`config.mk`:
```
export PLATFORM = sky130hd
export DESIGN_NAME = mult_requester
export DESIGN_NICKNAME = d
export VERILOG_FILES = /design/src/rtl/mult_requester.sv
export SDC_FILE = /design/constraint.sdc
export NUM_CORES = 1
export LEC_CHECK = 0
export ABC_AREA = 1
export CORE_MARGIN = 10
export CORE_UTILIZATION = 40
export CTS_BUF_LIST = sky130_fd_sc_hd__clkbuf_4
export DETAILED_ROUTE_END_ITERATION = 8
export DONT_BUFFER_PORTS = 1
export GPL_ROUTABILITY_DRIVEN = 0
export HOLD_SLACK_MARGIN = 0.08
export PLACE_DENSITY_LB_ADDON = 0.25
export SETUP_SLACK_MARGIN = 0.4
export SYNTH_ARGS = -nofsm -noshare
export SYNTH_HDL_FRONTEND = slang
export SYNTH_SLANG_ARGS = --single-unit
```
`constraint.sdc`:
```
create_clock -name Clock -period 11.1 [get_ports Clock]
set_clock_uncertainty 0.15 [all_clocks]
set_input_delay 0.555 -clock Clock [delete_from_list [all_inputs] [get_ports Clock]]
set_output_delay 0.555 -clock Clock [all_outputs]
set_load 0.02 [all_outputs]
```
`src/rtl/mult_requester.sv`:
```
// Purpose : initiator side of the shift-add multiplier handshake; takes an
//           operand pair from upstream, starts the core, collects the product
//           and hands it downstream, with a watchdog against a hung core.
// Latency : accept at cycle 0 -> mul_valid_data at 1; done first seen at k ->
//           mul_ack at k+1, res_valid at k+2. Watchdog fires after TIMEOUT
//           cycles in WAIT.
// Backpres: in_ready only in IDLE; the result is held in OUT until res_ready,
//           so a stalled consumer stalls new operand acceptance.
//
// Ports:
//   Clock, Reset           rising-edge clock, async active-high reset
//   in_valid/in_ready      upstream operand handshake, operands in_a/in_b
//   mul_a/mul_b            registered operands presented to the core
//   mul_valid_data         one-cycle start pulse to the core
//   mul_done/mul_product   core completion level and its product
//   mul_ack                one-cycle result-read acknowledge to the core
//   res_valid/res_ready    downstream result handshake
//   res_product            captured product (zero on timeout)
//   res_timeout            qualifies res_valid: the core never answered
//   op_count               completed operations, timeouts included, wraps

module mult_requester #(
    parameter int WIDTH   = 32,
    parameter int TIMEOUT = 40   // must be >= 2
) (
    input  logic                 Clock,
    input  logic                 Reset,
    input  logic                 in_valid,
    output logic                 in_ready,
    input  logic [WIDTH-1:0]     in_a,
    input  logic [WIDTH-1:0]     in_b,
    output logic [WIDTH-1:0]     mul_a,
    output logic [WIDTH-1:0]     mul_b,
    output logic                 mul_valid_data,
    input  logic                 mul_done,
    input  logic [2*WIDTH-1:0]   mul_product,
    output logic                 mul_ack,
    output logic                 res_valid,
    input  logic                 res_ready,
    output logic [2*WIDTH-1:0]   res_product,
    output logic                 res_timeout,
    output logic [15:0]          op_count
);

    // Timer must be able to hold TIMEOUT itself so it can saturate there.
    localparam int TW = $clog2(TIMEOUT + 1);
    localparam logic [TW-1:0] TIMER_MAX  = TW'(TIMEOUT);
    localparam logic [TW-1:0] TIMER_LAST = TW'(TIMEOUT - 1);

    typedef enum logic [2:0] {
        S_IDLE,
        S_ISSUE,
        S_WAIT,
        S_ACK,
        S_OUT
    } state_t;

    state_t               state_q, state_d;
    logic [TW-1:0]        timer_q, timer_d;
    logic [WIDTH-1:0]     a_q, a_d;
    logic [WIDTH-1:0]     b_q, b_d;
    logic [2*WIDTH-1:0]   prod_q, prod_d;
    logic                 to_q, to_d;
    logic [15:0]          cnt_q, cnt_d;

    // ------------------------------------------------------------------
    // State and datapath registers
    // ------------------------------------------------------------------
    always_ff @(posedge Clock or posedge Reset) begin
        if (Reset) begin
            state_q <= S_IDLE;
            timer_q <= '0;
            a_q     <= '0;
            b_q     <= '0;
            prod_q  <= '0;
            to_q    <= 1'b0;
            cnt_q   <= '0;
        end else begin
            state_q <= state_d;
            timer_q <= timer_d;
            a_q     <= a_d;
            b_q     <= b_d;
            prod_q  <= prod_d;
            to_q    <= to_d;
            cnt_q   <= cnt_d;
        end
    end

    // ------------------------------------------------------------------
    // Next-state and datapath update
    // ------------------------------------------------------------------
    always_comb begin
        state_d = state_q;
        timer_d = timer_q;
        a_d     = a_q;
        b_d     = b_q;
        prod_d  = prod_q;
        to_d    = to_q;
        cnt_d   = cnt_q;

        case (state_q)
            S_IDLE: begin
                // Operands stay latched here until the next accept.
                if (in_valid) begin
                    a_d     = in_a;
                    b_d     = in_b;
                    state_d = S_ISSUE;
                end
            end

            S_ISSUE: begin
                timer_d = '0;
                state_d = S_WAIT;
            end

            S_WAIT: begin
                if (timer_q != TIMER_MAX) begin
                    timer_d = timer_q + TW'(1);
                end
                // A done arriving on the last allowed cycle still counts:
                // it is tested before the expiry.
                if (mul_done) begin
                    prod_d  = mul_product;
                    to_d    = 1'b0;
                    state_d = S_ACK;
                end else if (timer_q == TIMER_LAST) begin
                    prod_d  = '0;
                    to_d    = 1'b1;
                    state_d = S_ACK;
                end
            end

            // The ack is sent on timeouts too, so a core that finishes late
            // is still pushed back toward its idle state.
            S_ACK: begin
                state_d = S_OUT;
            end

            S_OUT: begin
                if (res_ready) begin
                    cnt_d   = cnt_q + 16'd1;
                    state_d = S_IDLE;
                end
            end

            default: begin
                state_d = S_IDLE;
            end
        endcase
    end

    // ------------------------------------------------------------------
    // Outputs: registers or pure state decodes, no input-to-output paths
    // ------------------------------------------------------------------
    assign in_ready       = (state_q == S_IDLE);
    assign mul_valid_data = (state_q == S_ISSUE);
    assign mul_ack        = (state_q == S_ACK);
    assign res_valid      = (state_q == S_OUT);
    assign mul_a          = a_q;
    assign mul_b          = b_q;
    assign res_product    = prod_q;
    assign res_timeout    = to_q;
    assign op_count       = cnt_q;

endmodule

```
==> flow_metrics.tcl, run 1 <==
set metrics [dict create \
    cts.sinks 154 \
    ys_seq_elements 154 \
    start_util_pct 41.18 \
    syn-num-nets 872 \
    postCtsHoldBufs 190 \
    seq_area_frac_synth_pct 60.88 \
    die_height_um 145.8 \
    cts_buffer_depth 2 \
    die_w_um 145.8 \
    synth_area_per_cell_sq_um 8.600 \
    status "did not finish" \
    rows 45 \
    synth_cells 736 \
    cts-buffers-inserted 17 \
    hpwlAfterDp_um 12920 \
    cts_resized 0 \
    tool.error "[ERROR RSZ-0060] Max buffer count reached." \
    cts_setup_buffers 0 \
    htree_num_levels 4 \
    yosysUniqueCellTypes 23 \
    port_buffers 0 \
    root_buffer "clkbuf_4" \
    stop_stage "clock tree synthesis (4_1_cts)" \
    syn_area_sq_um 6330 \
    synth_warnings 0 \
    ios 282 \
]
==> synthesized netlist by cell type <==
library cell	instances	share of area [%]
xor2_1	4	0.55
a21oi_1	3	0.24
buf_2	15	1.2
nor2_2	2	0.20
nand2_2	1	0.099
nand3_1	77	6.1
nor2_1	15	0.89
nor2_4	1	0.18
xnor2_1	4	0.55
nor3_2	1	0.16
clkbuf_1	8	0.47
buf_4	11	1.3
nand4_1	6	0.59
o21ai_1	3	0.24
nor3_1	4	0.32
ha_1	3	0.59
buf_1	1	0.059
nand2_1	379	22
dfrtp_1	154	61
inv_1	26	1.5
inv_2	6	0.36
o21ai_0	10	0.79
nand3b_1	2	0.24
==> cells by family after synthesis <==
| kind of cell | Yosys count | share of synthesized area (%) |
|---|---|---|
| AO/OA/AOI/OAI | 16 | 1.265 |
| XOR/XNOR | 8 | 1.107 |
| adder cells (fa/ha/maj) | 3 | 0.5931 |
| buffers and inverters | 67 | 4.922 |
| flip-flops | 154 | 60.88 |
| AND/OR/NAND/NOR | 488 | 31.23 |
==> per-stage QoR <==
| step | cells | worst slack (ns) | cell area (sq um) |
|---|---|---|---|
| after detailed placement | 916 | 8.329 | 6464 |
| after global placement | 916 | 8.449 | 6464 |
| after floorplan | 736 | 6.245 | 6330 |
==> run 2, diff against run 1 <==
- CORE_UTILIZATION: 40 -> 25
- CTS_BUF_LIST: sky130_fd_sc_hd__clkbuf_4 -> unset
- HOLD_SLACK_MARGIN: 0.08 -> unset
- PLACE_DENSITY_LB_ADDON: 0.25 -> 0.15
- SETUP_SLACK_MARGIN: 0.4 -> unset
==> run 2 against run 1 <==
Compared with the run above: the run now ends clean; synthesized cell count unchanged; area after synthesis unchanged.
==> flow_metrics.tcl, run 2 <==
set metrics [dict create \
    mostFrequentLayoutCell "nand2_1" \
    postCtsHoldBufs 0 \
    reg2reg_depth 8 \
    worstHoldPathType "input pin to asynchronous set/reset pin" \
    r2r_slack_ns 8.91 \
    seq_area_frac_synth_pct 60.88 \
    rows 58 \
    ios 282 \
    cp_data_required_time_ns 10.40 \
    core_sq_um 25040 \
    power.density_nw_per_um2 321.5 \
    cp-start-kind "flip-flop" \
    yosys-top-cells-area "dfrtp_1 61%, nand2_1 22%, nand3_1 6.1%" \
    root_buffer "clkbuf_16" \
    drc 0 \
    port_buffers 0 \
    htree_num_levels 4 \
    clkLatencyLatePin_ns 0.42 \
    finalCritPeriodShare_pct 21.19 \
    tns_ns 0 \
    cp.arrival_ns 1.65 \
    worstMarginPinSlew_ns 0.9095 \
    multiInputGateArea_sq_um 2191 \
    status "finished clean" \
    synth_area_per_cell_sq_um 8.600 \
    cts-buffers-inserted 17 \
    cts_setup_buffers 0 \
    synth.most_common_cell "nand2_1" \
    cp_max_fo 67 \
    yosysUniqueCellTypes 23 \
    final_nets 861 \
    overflow 0 \
    clk_pin_slew_ns 0.07 \
    die_w_um 179.1 \
    fin_util_pct 28.77 \
    cts_resized 0 \
    synth_cells 736 \
    fill_cells 2719 \
    start_util_pct 25.28 \
    synth_edf_count 0 \
    die_height_um 179.1 \
    syn_area_sq_um 6330 \
    cts_tree "done" \
    via_per_inst 4.301 \
    area.sequential_sq_um 3854 \
    grt_pass1_vias 4697 \
    ant_nets 0 \
    hpwlAfterDp_um 13460 \
    hold_violations 0 \
    ys_seq_elements 154 \
    synth_warnings 0 \
    slowest_delay_ns 0.56 \
    ys.flop_type "dfrtp_1" \
    cp_top_family "buffers and inverters" \
    startpoint "state_q[0]$_DFFE_PP0P_" \
    cp_num_buf_inv 2 \
    vias 4594 \
    synth_top_area_share_pct 60.88 \
    crit_chain "inv_2 > nand2_2 > nor2_4 > buf_4" \
    largest_reg_flops 64 \
    worst-path-stages 4 \
    antenna_found_initial 0 \
    drtIter0Drc 288 \
    n_antenna_cell 0 \
    critPathSlowestCell "buf_4" \
    rsz0062_at_grt "no" \
    ir_drop_mv 0.1166 \
    ys_async_sr_fraction_pct 100.0 \
    maxSlewViolCount 0 \
    drt_pass1_iterations 4 \
    p_leak_uw 0.003671 \
    max_clock_freq_ghz 0.4252 \
    dieArea_sq_um 32080 \
    r2r-end "mul_b[15]$_DFFE_PP0P_" \
    endpoint "in_ready" \
    syn2layout_area_growth_pct 13.80 \
    cts.sinks 154 \
    routedWlPerCell_um 18.08 \
    max-slew-margin-rel_pct 38.90 \
    critPathKind "flip-flop to output pin" \
    finalCriticalPeriod_ns 2.352 \
    cts_buffer_depth 2 \
    synth_top_cell_by_area "dfrtp_1" \
    setup_viol 0 \
    grt_max_degree 95 \
    endpoint_kind "output pin" \
    drive_gt1_share_pct 6.911 \
    layout_common_cells "378 x nand2_1, 154 x dfrtp_1, 77 x nand3_1" \
    grt_pass1_wl_um 29140 \
    r2r-start "state_q[0]$_DFFE_PP0P_" \
    syn-num-nets 872 \
    wl_um 19310 \
    synthTopCellsByCount "379 x nand2_1, 154 x dfrtp_1, 77 x nand3_1" \
    track_usage_pct 11.85 \
    cap_violations 0 \
]
==> run 2: cell counts after synthesis <==
Identical to the previous run, type by type.
==> run 2: per-layer routing <==
metal | global-route usage, % | wire length, um | vias up
met5 | 0 | 0 | -
met4 | 3.758 | 286 | 0
met3 | 6.087 | 2141 | 17
met2 | 19.24 | 9519 | 163
met1 | 13.27 | 7359 | 2149
li1 | - | - | 2265
==> run 2: kinds of logic (layout without fill, tap and decap cells) <==
group | Yosys count | in the layout | synth area share (%)
flip-flops | 154 | 154 | 60.88
buffers and inverters | 67 | 69 | 4.922
AO/OA/AOI/OAI | 16 | 16 | 1.265
XOR/XNOR | 8 | 8 | 1.107
AND/OR/NAND/NOR | 488 | 488 | 31.23
adder cells (fa/ha/maj) | 3 | 3 | 0.5931
==> run 2: layout make-up <==
class | count | share of cell area (%)
sequential | 154 | 53.50
multi-input combinational | 515 | 30.42
clock buffer | 20 | 6.340
tap | 330 | 5.732
clock inverter | 12 | 1.754
inverter | 32 | 1.737
timing repair buffer | 5 | 0.5211
==> run 2: worst reg2reg max path: stages (launching register included) <==
cell	delay [ns]
dfrtp_1	0.38
inv_2	0.07
nand2_2	0.10
nor2_4	0.08
buf_4	0.56
nand2_2	0.14
buf_4	0.33
nand2_1	0.21
nand2_1	0.06
==> run 2: where the power goes <==
group,switching (uW),leakage [uW],internal (uW)
Combinational,317,0.00145,145
Clock,256,0.000275,328
Sequential,478,0.00195,791
==> run 2: worst min path at each step <==
stage	slack (ns)	start	endpoint	cells past startpoint
after floorplan	0.35	timer_q[5]$_DFFE_PP0P_	timer_q[5]$_DFFE_PP0P_	2
after detailed placement	0.39	timer_q[5]$_DFFE_PP0P_	timer_q[5]$_DFFE_PP0P_	2
after CTS	0.07	Reset	res_product[59]$_DFFE_PP0P_	1
after global routing	0.07	mul_product[59]	res_product[59]$_DFFE_PP0P_	2
after global placement	0.39	timer_q[5]$_DFFE_PP0P_	timer_q[5]$_DFFE_PP0P_	2
final	0.02	Reset	res_product[59]$_DFFE_PP0P_	1
==> run 2: through the flow <==
stage          hold WS, ns  std cells  worst slack (ns)  total power [uW]  area [sq um]
2_1_floorplan       0.3507        736             6.245              1594          6330
3_3_place_gp        0.3852       1036             8.785              1768          6620
3_5_place_dp        0.3922       1036             8.832              1772          6620
4_1_cts            0.06517       1068             8.672              2376          7203
5_1_grt            0.06505       1068             8.590              2496          7203
6_report           0.01860       1068             8.748              2316          7203
(Power assumes the default switching activity.)
